`config.mk`:
```
export PLATFORM = sky130hd
export DESIGN_NAME = mmio_timer
export DESIGN_NICKNAME = d
export VERILOG_FILES = /design/src/rtl/mmio_timer_pkg.sv /design/src/rtl/mmio_bus_slave.sv /design/src/rtl/mmio_timer.sv
export SDC_FILE = /design/constraint.sdc
export NUM_CORES = 1
export LEC_CHECK = 0
export CAP_MARGIN = 0
export CORE_MARGIN = 5
export CORE_UTILIZATION = 52
export CTS_CLUSTER_DIAMETER = 60
export CTS_CLUSTER_SIZE = 16
export DETAILED_ROUTE_END_ITERATION = 6
export PLACE_DENSITY = 0.9
export SETUP_SLACK_MARGIN = 0.3
export SLEW_MARGIN = 20
export SYNTH_ARGS = -nofsm -noshare
export SYNTH_HDL_FRONTEND = slang
export SYNTH_SLANG_ARGS = --single-unit
```
`constraint.sdc`:
```
create_clock -name m_clock -period 2.2 [get_ports m_clock]
set_input_delay 0.33 -clock m_clock [delete_from_list [all_inputs] [get_ports m_clock]]
set_output_delay 0.33 -clock m_clock [all_outputs]
set_load 0.02 [all_outputs]
```
`src/rtl/mmio_timer_pkg.sv`:
```
// Shared register map and CTRL bit layout for the mmio_timer peripheral family.
// Constants only; no clocked logic and no flow control.
package mmio_timer_pkg;

  localparam logic [2:0] OFS_CTRL  = 3'd0;
  localparam logic [2:0] OFS_COUNT = 3'd1;
  localparam logic [2:0] OFS_CMP   = 3'd2;
  localparam logic [2:0] OFS_STAT  = 3'd3;
  localparam logic [2:0] OFS_PRE   = 3'd4;

  localparam int EN     = 0;
  localparam int RELOAD = 1;
  localparam int IE     = 2;

  localparam logic [31:0] DEFAULT_BASE_ADDR = 32'h0000_0400;

endpackage

```
`src/rtl/mmio_bus_slave.sv`:
```
// 32-byte MMIO window: address decode, per-word write enables, registered read mux.
// Writes apply in the strobe cycle, reads return one cycle later; never stalls the core.
module mmio_bus_slave
  import mmio_timer_pkg::*;
#(
  parameter logic [31:0] BASE_ADDR = DEFAULT_BASE_ADDR
) (
  input  logic             m_clock,
  input  logic             p_reset,
  input  logic [31:0]      daddr,
  input  logic             dmem_read,
  input  logic             dmem_write,
  input  logic [7:0][31:0] reg_words,
  output logic [7:0]       wr_en,
  output logic [31:0]      rdata,
  output logic             rsel
);

  logic       hit;
  logic [2:0] ofs;
  logic       unused_lsb;

  assign hit        = (daddr[31:5] == BASE_ADDR[31:5]);
  assign ofs        = daddr[4:2];
  assign unused_lsb = ^daddr[1:0];

  always_comb begin
    wr_en = '0;
    if (dmem_write && hit) wr_en[ofs] = 1'b1;
  end

  // reg_words reflects the registers before this edge, so a same-cycle write is not seen
  always_ff @(posedge m_clock) begin
    if (!p_reset) begin
      rdata <= '0;
      rsel  <= 1'b0;
    end else begin
      rsel  <= dmem_read && hit;
      rdata <= (dmem_read && hit) ? reg_words[ofs] : 32'd0;
    end
  end

endmodule

```
`src/rtl/mmio_timer.sv`:
```
// Free-running 32-bit timer with compare, sticky pend flag and level irq; reads take 1 cycle.
// No backpressure; optional PRESCALE register under MMIO_TIMER_PRESCALE_EN.
module mmio_timer
  import mmio_timer_pkg::*;
#(
  parameter logic [31:0] BASE_ADDR     = DEFAULT_BASE_ADDR,
  parameter logic [31:0] RESET_COMPARE = 32'hFFFF_FFFF
) (
  input  logic        m_clock,
  input  logic        p_reset,
  input  logic [31:0] daddr,
  input  logic [31:0] wdata,
  input  logic        dmem_read,
  input  logic        dmem_write,
  output logic [31:0] rdata,
  output logic        rsel,
  output logic        irq
);

  logic [2:0]       ctrl_q;
  logic [31:0]      count_q;
  logic [31:0]      cmp_q;
  logic             pend_q;
  logic             tick;
  logic             match;
  logic [7:0]       wr_en;
  logic [7:0][31:0] reg_words;

  mmio_bus_slave #(.BASE_ADDR(BASE_ADDR)) u_bus (
    .m_clock    (m_clock),
    .p_reset    (p_reset),
    .daddr      (daddr),
    .dmem_read  (dmem_read),
    .dmem_write (dmem_write),
    .reg_words  (reg_words),
    .wr_en      (wr_en),
    .rdata      (rdata),
    .rsel       (rsel)
  );

`ifdef MMIO_TIMER_PRESCALE_EN
  logic [15:0] pre_q;
  logic [15:0] pre_cnt_q;
  logic        unused_wr;

  assign unused_wr = ^wr_en[7:5];
  assign tick      = ctrl_q[EN] && (pre_cnt_q == pre_q);

  // Phase restarts whenever the timer is stopped or the divider is changed
  always_ff @(posedge m_clock) begin
    if (!p_reset) begin
      pre_q     <= '0;
      pre_cnt_q <= '0;
    end else begin
      if (wr_en[OFS_PRE]) pre_q <= wdata[15:0];
      if (!ctrl_q[EN] || wr_en[OFS_PRE] || tick) pre_cnt_q <= '0;
      else                                       pre_cnt_q <= pre_cnt_q + 16'd1;
    end
  end
`else
  logic unused_wr;

  assign unused_wr = ^wr_en[7:4];
  assign tick      = ctrl_q[EN];
`endif

  assign match = tick && (count_q == cmp_q);
  assign irq   = pend_q && ctrl_q[IE];

  always_comb begin
    reg_words            = '0;
    reg_words[OFS_CTRL]  = {29'd0, ctrl_q};
    reg_words[OFS_COUNT] = count_q;
    reg_words[OFS_CMP]   = cmp_q;
    reg_words[OFS_STAT]  = {31'd0, pend_q};
`ifdef MMIO_TIMER_PRESCALE_EN
    reg_words[OFS_PRE]   = {16'd0, pre_q};
`endif
  end

  always_ff @(posedge m_clock) begin
    if (!p_reset) begin
      ctrl_q  <= '0;
      count_q <= '0;
      cmp_q   <= RESET_COMPARE;
      pend_q  <= 1'b0;
    end else begin
      if (wr_en[OFS_CTRL]) ctrl_q <= wdata[2:0];
      if (wr_en[OFS_CMP])  cmp_q  <= wdata;
      // Software COUNT write beats both increment and reload
      if (wr_en[OFS_COUNT]) count_q <= wdata;
      else if (tick)        count_q <= (match && ctrl_q[RELOAD]) ? 32'd0 : count_q + 32'd1;
      if (match)                            pend_q <= 1'b1;
      else if (wr_en[OFS_STAT] && wdata[0]) pend_q <= 1'b0;
    end
  end

endmodule
```
==> out/results.txt, run 1 <==
status -> finished, violations left
failing checks -> setup timing
Synth Instances -> 605
Final Util -> 74.3%
CP Launch Point -> cmp_q[18]
R2R Path Start -> cmp_q[18]
power per cell area -> 452 nW/µm²
Place WS -> -272 ps
number of global-route vias before repair -> 5170
# setup viols final -> 1
Setup Skew -> 14.6 ps
data required time of the critical path -> 2470 ps
initial antenna violation count -> 0
Setup crit end kind -> flip-flop
worst slew pin tran -> 461 ps
final worst setup slack -> -10.4 ps
GP Congestion -> 0.969
crit path time final -> 2210 ps
Synthesis Warnings -> 0
clk_lat worst skew -> 390 ps
CTS Sinks -> 101
Remaining DRCs -> 0
maximum number of pins on one net before global-route repair -> 51
Critical Path AT -> 2480 ps
GRT Residual Overflow -> 0
post-synthesis cell type count -> 61
post-layout net count -> 803
sw frac -> 25.6%
DR vias -> 5460
Peak VDD IR -> 0.297 mV
hpwl dp -> 11300 µm
CTS root buf -> clkbuf_8
num ports -> 102
period utilization -> 100%
drt total wl -> 18100 µm
CTS max path bufs -> 2
RSZ-0062 raised after global routing -> true
most common cell after layout, fill and taps aside -> dfxtp_1
Vias/cell -> 6.26
Num CTS Buffers -> 9
H-tree levels -> 3
first-pass iteration count of the detailed router -> 6
worst hold path class -> flip-flop to flip-flop
hold_ws -> 498 ps
Routed WL per cell -> 20.7 µm
Worst Setup Start Kind -> flip-flop
IO Port Bufs -> 99
Net Switching -> 0.834 mW
CTS Hold Bufs -> 0
CTS clk-pin slew, worst paths -> 110 ps
Lkg Pwr -> 2.83 nW
Internal -> 2.42 mW
DRT antenna net count -> 0
Async SR Flop Fraction -> 0%
die width -> 109 µm
Avg Inst Size Synth -> 8.42 µm²
initial drt markers -> 661
part of the power in combinational logic -> 8.0%
Pwr Total -> 3.25 mW
Worst slew margin -> 69.3%
# rows -> 36
Seq/Total Area, Yosys -> 39.7%
antenna cell count -> 0
most frequent cells in the layout -> dfxtp_1 (81), nand2_1 (79), clkdlybuf4s50_1 (73)
synthesized flop and latch total -> 101
Crit Path Class -> flip-flop to flip-flop
layout cell share with drive strength beyond 1 -> 24.9%
upper clock frequency limit -> 452 MHz
Die ar. -> 11900 µm²
Synth Flop Type -> dfxtp_1
core footprint -> 9680 µm²
first-pass GRT wire length -> 27000 µm
GRT Total Usage -> 29.2%
Post-Syn Nets -> 674
Final Hold Fails -> 0
Clock Power Share -> 35.7%
hold_sp -> cmp_q[27]
maxcap violations -> 0
crit path max fanout -> 5
Starting Density -> 52.6%
fin. max-slew vios -> 0
Reg power frac -> 56.3%
Layout Area Growth over Synthesis -> 41.3%
Die Ht -> 109 µm
synthesized cell area -> 5100 µm²
CTS tree -> built
EDFF count, synth -> 0
## path summary, 6_finish.rpt
kind | to | depth (start not counted) | slack (ps)
worst max register to register | count_q[2] | 8 | -10
worst max-delay path | count_q[2] | 8 | -10
worst min-delay path | cmp_q[27] | 2 | 500
worst min register to register | cmp_q[27] | 2 | 500
## critical path, cell delays in order, from the launching register on
cell      delay (ps)
dfxtp_4          370
xnor2_2          120
buf_4            160
nand4_1          200
nor4_4           420
a41oi_4          260
buf_12           210
a221oi_4         260
nor2_1            70
## flip-flops by register name (all words and copies together) (netlist names)
name / cells
cmp_q: 32
count_q: 32
u_bus.rdata: 32
ctrl_q: 3
pend_q: 1
u_bus.rsel: 1
## layout make-up
cell class	instances	area [µm²]
clock inverter	6	53.8
timing repair buffer	164	1570
multi-input combinational	442	3150
clock buffer	10	138
inverter	16	65.1
tap	133	166
sequential	101	2050
fill	640	2480
## routing by layer
layer	track usage, %	share of wire, %
met5	0	0
met4	13.6	5.8
met2	48.2	47
met1	36.4	36
met3	5.92	11
## per-stage QoR
step | setup TNS, ps | area [µm²] | cells
after floorplan | 0 | 5100 | 605
after global placement | -3910 | 6440 | 841
after detailed placement | -9050 | 6440 | 841
after CTS | 0 | 6910 | 869
after global routing | -113 | 7200 | 872
final | -10.4 | 7200 | 872
## power groups by stage
stage / clock [mW] / combinational, mW / sequential (mW)
2_1_floorplan: 0 / 0.0788 / 1.87
3_3_place_gp: 0 / 0.249 / 1.88
3_5_place_dp: 0 / 0.253 / 1.88
4_1_cts: 1.17 / 0.247 / 1.83
5_1_grt: 1.26 / 0.272 / 1.84
6_report: 1.16 / 0.260 / 1.83
## kinds of logic after synthesis
logic type,share of synthesized area [%]
simple gates,30.1
compound gates,16.0
flops,39.7
buf+inv,6.02
xor+xnor,6.53
mux,1.42
fa+ha+maj,0.245
## synthesized netlist by cell type, types with 2 or more instances
master,n,area share [%]
dfxtp_1,101,40
nand2_1,81,6.0
nand3_1,46,4.5
nor2_1,46,3.4
a22oi_1,32,4.7
xnor2_1,29,5.0
a21oi_1,25,2.5
clkbuf_1,25,1.8
o21ai_0,22,2.2
and3_1,20,2.5
inv_1,15,1.1
buf_2,13,1.3
o22ai_1,13,1.6
a31oi_1,11,1.4
nand4_1,11,1.4
nand2b_1,9,1.1
nor3_1,9,0.88
xor2_1,9,1.5
nor4_4,8,3.3
buf_6,7,1.5
nor2b_1,6,0.74
mux2i_1,5,0.98
o211ai_1,5,0.74
and2_1,4,0.49
a221oi_1,3,0.52
nand3b_1,3,0.44
nand4_2,3,0.74
o2111ai_1,3,0.52
o311ai_1,3,0.52
and3_2,2,0.29
and4_1,2,0.34
nand2_2,2,0.25
nand3_2,2,0.39
nor2_2,2,0.25
nor4_1,2,0.25
## repair_timing
item,4_1_cts,5_1_grt
buffers inserted,11,2
setup endpoints to repair,51,65
pin swaps,17,20
gates cloned,1,1
resized for setup,78,57
Note: power is estimated with default switching activity, not from simulation.
==> run 2: changes to the inputs <==
- CORE_UTILIZATION: 52 -> 54
- CTS_BUF_LIST: unset -> sky130_fd_sc_hd__clkbuf_4 sky130_fd_sc_hd__clkbuf_8
- PLACE_DENSITY: 0.9 -> 0.92
==> run 2 against run 1 <==
  * The run still ends with setup timing left
  * Critical endpoint is now count_q[21]
  * Combinational power down 2%
  * Die area decreased by 3.4%
  * Power rose by 0.11%
  * Critical path type unchanged
  * Sequential power about the same
  * Cell count rose by 0.46%
  * Sequential share of layout area barely moved
  * First-iteration DRC count fell by 11%
  * Setup slack improved by 8.5 ps
  * Non-clock buffer count grew 7
  * Critical path depth grew 1
  * Wire length down 2.0%
==> out/results.txt, run 2 (synthesized netlist as in run 1, its figures left out) <==
Net Switching -> 0.828 mW (was 0.834 mW)
first-pass GRT wire length -> 27100 µm (was 27000 µm)
CTS Hold Bufs -> 0 (unchanged)
crit path max fanout -> 4 (was 5)
Pwr Total -> 3.26 mW (was 3.25 mW)
Layout Area Growth over Synthesis -> 40.9% (was 41.3%)
worst hold path class -> flip-flop to flip-flop (unchanged)
GR Layer Usage met1 -> 37.0% (was 36.4%)
crit path time final -> 2200 ps (was 2210 ps)
CTS root buf -> clkbuf_8 (unchanged)
maximum number of pins on one net before global-route repair -> 30 (was 51)
fin. max-slew vios -> 0 (unchanged)
Setup TNS -> -1.84 ps (was -10.4 ps)
period utilization -> 100% (about the same)
layout cell share with drive strength beyond 1 -> 24.5% (was 24.9%)
Place WS -> -248 ps (was -272 ps)
initial drt markers -> 590 (was 661)
die width -> 107 µm (was 109 µm)
Routed WL per cell -> 20.2 µm (was 20.7 µm)
part of the power in combinational logic -> 7.9% (was 8.0%)
CTS tree -> built (unchanged)
GRT met3 Usage -> 6.20% (was 5.92%)
DRT antenna net count -> 0 (unchanged)
failing checks -> setup timing (unchanged)
CTS clk-pin slew, worst paths -> 100 ps (was 110 ps)
first-pass iteration count of the detailed router -> 7 (was 6)
hold_ws -> 508 ps (was 498 ps)
drt total wl -> 17700 µm (was 18100 µm)
CP cell instances -> xnor2_2 > buf_4 > nand4_1 > nor4_4 > buf_4 > and2_4 > nand3_4 > and4_4 > a211o_1 (was xnor2_2 > buf_4 > nand4_1 > nor4_4 > a41oi_4 > buf_12 > a221oi_4 > nor2_1)
Setup Skew -> 10.2 ps (was 14.6 ps)
IO Port Bufs -> 99 (unchanged)
RSZ-0062 raised after global routing -> true (unchanged)
met2 Usage GRT -> 48.9% (was 48.2%)
Internal -> 2.43 mW (was 2.42 mW)
Crit Path Class -> flip-flop to flip-flop (unchanged)
GRT Total Usage -> 30.1% (was 29.2%)
Remaining DRCs -> 0 (unchanged)
most frequent cells in the layout -> dfxtp_1 (81), nand2_1 (80), clkdlybuf4s50_1 (75) (was dfxtp_1 (81), nand2_1 (79), clkdlybuf4s50_1 (73))
cell with the largest stage delay on the worst path -> nor4_4 (unchanged)
Num CTS Buffers -> 9 (unchanged)
GP Congestion -> 1.00 (was 0.969)
GRT Residual Overflow -> 0 (unchanged)
DR vias -> 5425 (was 5460)
Critical Path AT -> 2470 ps (was 2480 ps)
Setup crit end kind -> flip-flop (unchanged)
upper clock frequency limit -> 454 MHz (was 452 MHz)
# setup viols final -> 1 (unchanged)
Worst Setup Start Kind -> flip-flop (unchanged)
CTS Sinks -> 101 (unchanged)
most common cell after layout, fill and taps aside -> dfxtp_1 (unchanged)
status -> finished, violations left (unchanged)
number of global-route vias before repair -> 5376 (was 5170)
grt peak-use layer -> met2 (unchanged)
Peak VDD IR -> 0.278 mV (was 0.297 mV)
# rows -> 35 (was 36)
post-layout net count -> 810 (was 803)
Die Ht -> 107 µm (was 109 µm)
power per cell area -> 454 nW/µm² (was 452 nW/µm²)
Starting Density -> 55.2% (was 52.6%)
sw frac -> 25.4% (was 25.6%)
num ports -> 102 (unchanged)
most used cell, CP -> buf_4
clk_lat worst skew -> 380 ps (was 390 ps)
maxcap violations -> 0 (unchanged)
Clock Power Share -> 35.8% (was 35.7%)
data required time of the critical path -> 2470 ps (about the same)
initial antenna violation count -> 2 (was 0)
final worst setup slack -> -1.84 ps (was -10.4 ps)
Placed Cells incl. Taps -> 843 (was 841)
CTS max path bufs -> 2 (unchanged)
hpwl dp -> 11700 µm (was 11300 µm)
Final Hold Fails -> 0 (unchanged)
Reg power frac -> 56.4% (was 56.3%)
Worst slew margin -> 73.4% (was 69.3%)
Top Registers -> cmp_q (32), count_q (32), u_bus.rdata (32) (unchanged)
Vias/cell -> 6.19 (was 6.26)
Critical Path Max Stage Delay -> 360 ps (was 420 ps)
Die ar. -> 11500 µm² (was 11900 µm²)
H-tree levels -> 3 (unchanged)
core footprint -> 9240 µm² (was 9680 µm²)
worst slew pin tran -> 398 ps (was 461 ps)
Lkg Pwr -> 2.85 nW (was 2.83 nW)
Cell Count, Final, Fillers Out -> 876 (was 872)
==> run 2: changes by cell type in the layout (fill, tap and decap cells not counted), sizes merged, moves of 2 or more <==
cell / previous run / this run
clkdlybuf4s15: 3 / 1
dlygate4sd2: 15 / 18
clkdlybuf4s50: 73 / 75
dlymetal6s2s: 3 / 5
clkbuf: 16 / 11
buf: 63 / 72
==> run 2: power by group through the flow <==
| stage | combinational (mW) | clock (mW) | sequential [mW] |
|---|---|---|---|
| after floorplan | 0.0788 | 0 | 1.87 |
| after global placement | 0.247 | 0 | 1.88 |
| after detailed placement | 0.251 | 0 | 1.88 |
| after CTS | 0.245 | 1.17 | 1.84 |
| after global routing | 0.269 | 1.25 | 1.84 |
| final | 0.256 | 1.17 | 1.84 |
==> run 2: per-layer routing <==
| metal | vias up | routed length [µm] |
|---|---|---|
| met5 | - | 13 |
| met1 | 2575 | 6680 |
| met3 | 95 | 1680 |
| met4 | 2 | 912 |
| li1 | 2427 | - |
| met2 | 326 | 8430 |
==> run 2: final timing paths <==
| kind | endpoint | from | cells after the start | slack (ps) |
|---|---|---|---|---|
| hold / removal | cmp_q[11] | cmp_q[11] | 2 | 510 |
| setup / recovery | count_q[21] | cmp_q[18] | 9 | -2 |
| hold reg to reg | cmp_q[11] | cmp_q[11] | 2 | 510 |
| setup reg to reg | count_q[21] | cmp_q[18] | 9 | -2 |
==> run 2: repair_timing <==
action / CTS / global route
buffers inserted: 11 / 4
gates resized for setup: 80 / 40
pin swaps: 25 / 28
cloned: 1 / 0
endpoints found under the setup margin: 35 / 50
==> run 2: layout make-up <==
cell class,count,area (µm²)
clock inverter,5,43.8
fill,600,2060
clock buffer,11,145
tap,129,161
timing repair buffer,171,1600
inverter,16,65.1
multi-input combinational,442,3110
sequential,101,2050
antenna,1,2.50
==> run 2: critical path: cells and delay by family, from the launching register on <==
family / cells / cell delay, ps
flops: 1 / 350
compound gates: 1 / 210
xor+xnor: 1 / 150
simple gates: 5 / 1050
buf+inv: 2 / 340
==> run 2: through the flow <==
step,cell area (µm²),util [%]
CTS,6940,75.1
finish,7180,77.7
global placement,6440,69.7
detailed placement,6440,69.7
floorplan,5100,-
global route,7180,77.7
==> RTL edit, RTL diff (settings of run 2) <==
Put a register stage on the output `rsel`. The value now appears one clock later. The other outputs are not delayed to match.
--- a/src/rtl/mmio_timer.sv
+++ b/src/rtl/mmio_timer.sv
@@ -17,6 +17,8 @@
   output logic        irq
 );
 
+  logic rsel_d;
+
   logic [2:0]       ctrl_q;
   logic [31:0]      count_q;
   logic [31:0]      cmp_q;
@@ -35,7 +37,7 @@
     .reg_words  (reg_words),
     .wr_en      (wr_en),
     .rdata      (rdata),
-    .rsel       (rsel)
+    .rsel       (rsel_d)
   );
 
 `ifdef MMIO_TIMER_PRESCALE_EN
@@ -95,4 +97,8 @@
     end
   end
 
+  always_ff @(posedge m_clock) begin
+    rsel <= rsel_d;
+  end
+
 endmodule
Behaviour: not the same (Yosys sat finds a counterexample within 4 cycles, from zero or initial values and one cycle with p_reset low).
==> RTL edit against run 2 <==
Sequential cell count up 1. Power down 0.67%. Clock power down 4%. Area after synthesis up 0.39%. Final area up 3.5%. Via count up 2.8%. Count of clock-buffer cells in the layout down 2. Wire length up 7.8%. Setup slack better by 0.11 ns.
==> RTL edit: results (changes against run 2) <==
Async S/R FF share, synth 0% (unchanged); CP Max Fanout 6 (+2); r2r worst-path depth 7 (-2); reg-to-reg endpoint count_q[21]; Peak VDD IR 0.343 mV (+23%); # diodes 0 (-1); CTS H-tree lvls 3 (unchanged); Hold Path Depth 0 (-2); Placed Area 6530 sq um (+1.3%); top flop regs cmp_q x32, count_q x32, u_bus.rdata x32; hold path endpoint rsel; DRT Pass-1 Iters 5 (-2); synth cell count leaders dfxtp_1, nand2_1, nand3_1, nor2_1, a22oi_1; latest clock arrival within the worst-skew pair 0.38 ns (about the same); vias in the first global route 5500 (+2.3%); HP Start u_bus.rsel; flop2flop setup slack 0.11 ns (+0.11 ns); clock buffer depth 2 (unchanged); Net count, final 828 (+2.2%); CTS buffer count 9 (unchanged); Synth Net Count 675 (+0.15%); pin count of the biggest net entering global routing 33 (+10%); pre-CTS setup slack -0.348 ns (-0.100 ns); clock tree root driver cell clkbuf_8; warnings from Yosys 0 (unchanged); Reg clk slew, reported paths 0.11 ns; global-route wire length before repair 28.6 mm (+5.4%); ranking of synthesized cells by area dfxtp_1, nand2_1, xnor2_1; routability cong. 0.940 (-6.3%); aggregate routed wire length 19.1 mm (+7.8%); PortBufs 99 (unchanged); Hold Crit Class flip-flop to flip-flop; register area share after synthesis 39.9% (+0.24 points); Synth cell types 61 (unchanged); fraction of layout cells with a size suffix above 1 30.6% (+6.1 points); Setup Skew 0.0132 ns (+0.00299 ns); filler cell count 557 (-7.2%); Slew HR 72.5% (-0.94 points); initial antenna violation count 0 (-2); Worst EP arrival 2.36 ns (-0.11 ns); status finished clean; Leakage 2.98 nW (+4.6%); first-iteration detailed-routing DRC count 502 (-15%); gr usage total 31.6% (+1.4 points); post-DP HPWL 12.5 mm (+7.2%); Reg2Reg Launch Point count_q[27]; vias per cell 6.24 (+0.83%)
[RTL edit: changes by cell type in the layout (fill, tap and decap cells not counted), sizes merged, moves of 3 or more]
cell                  run 2  this run
buf                      72        91
clkbuf                   11        19
clkdlybuf4s15             1         6
clkinv                    1         4
dlygate4sd2              18         6
dlymetal6s2s              5         2
[RTL edit: timing repair]
| item | CTS | global route |
|---|---|---|
| buffers inserted | 15 | 11 |
| pin swaps | 35 | 19 |
| setup endpoints to repair | 35 | 35 |
| cloned | 0 | 0 |
| gates resized for setup | 115 | 84 |
[RTL edit: cell families (layout without fill, tap and decap cells)]
family,after synthesis,count (layout),synth area share (%)
adders and majority gates,1,1,0.245
muxes,6,6,1.42
and+or+nand+nor,272,272,30.0
buffers and inverters,62,220,5.99
xor gates and xnor gates,38,38,6.51
AOI/OAI and AO/OA,125,125,16.0
DFF,102,102,39.9
[RTL edit: worst max-delay path by stage]
stage,from,endpoint,slack [ns],depth (start not counted)
after floorplan,daddr[7],count_q[21],0.33,7
after global placement,daddr[17],count_q[21],-0.23,8
after detailed placement,daddr[17],count_q[21],-0.35,8
after CTS,cmp_q[18],count_q[2],0.17,8
after global routing,count_q[26],count_q[2],0.04,7
final,count_q[27],count_q[21],0.11,7
[RTL edit: layer usage]
layer	up-vias	share of wire (%)	track usage, %
li1	2466	-	-
met1	2660	38	39.9
met2	368	49	53.0
met3	82	8.7	5.46
met4	0	3.9	13.4
met5	-	0	0
[RTL edit: worst max-delay path, stage by stage (launching register included)]
cell and delay [ns]:
dfxtp_1 0.47, xnor2_1 0.17, nand4_1 0.23, nor4_4 0.31, and2_4 0.23, nand3_4 0.09
and4_4 0.21, a211o_1 0.25
[RTL edit: per-stage QoR]
step           cells  hold WS (ns)  TNS, ns  utilization, %  power (mW)
3_5_place_dp     851         0.314    -9.47            70.6        2.16
4_1_cts          882         0.340        0            77.1        3.23
6_report         893         0.337        0            80.4        3.24
3_3_place_gp     851         0.311    -3.94            70.6        2.15
5_1_grt          893         0.354        0            80.4        3.34
2_1_floorplan    606         0.310        0               -        1.97
[RTL edit: where the power goes]
group	switching, mW	total [mW]	internal, mW
Combinational	0.130	0.267	0.136
Clock	0.696	1.12	0.428
Sequential	0.00934	1.85	1.84
Total	0.835	3.24	2.40
[RTL edit: cell type report]
cell class,instances,area [sq um],share of cell area (%)
clock buffers,9,124,1.67
well taps,129,161,2.17
multi-input cells,442,3190,43.0
inverters,16,65.1,0.876
repair buffers,188,1730,23.2
flip-flops and latches,102,2100,28.3
clock inverters,7,56.3,0.758
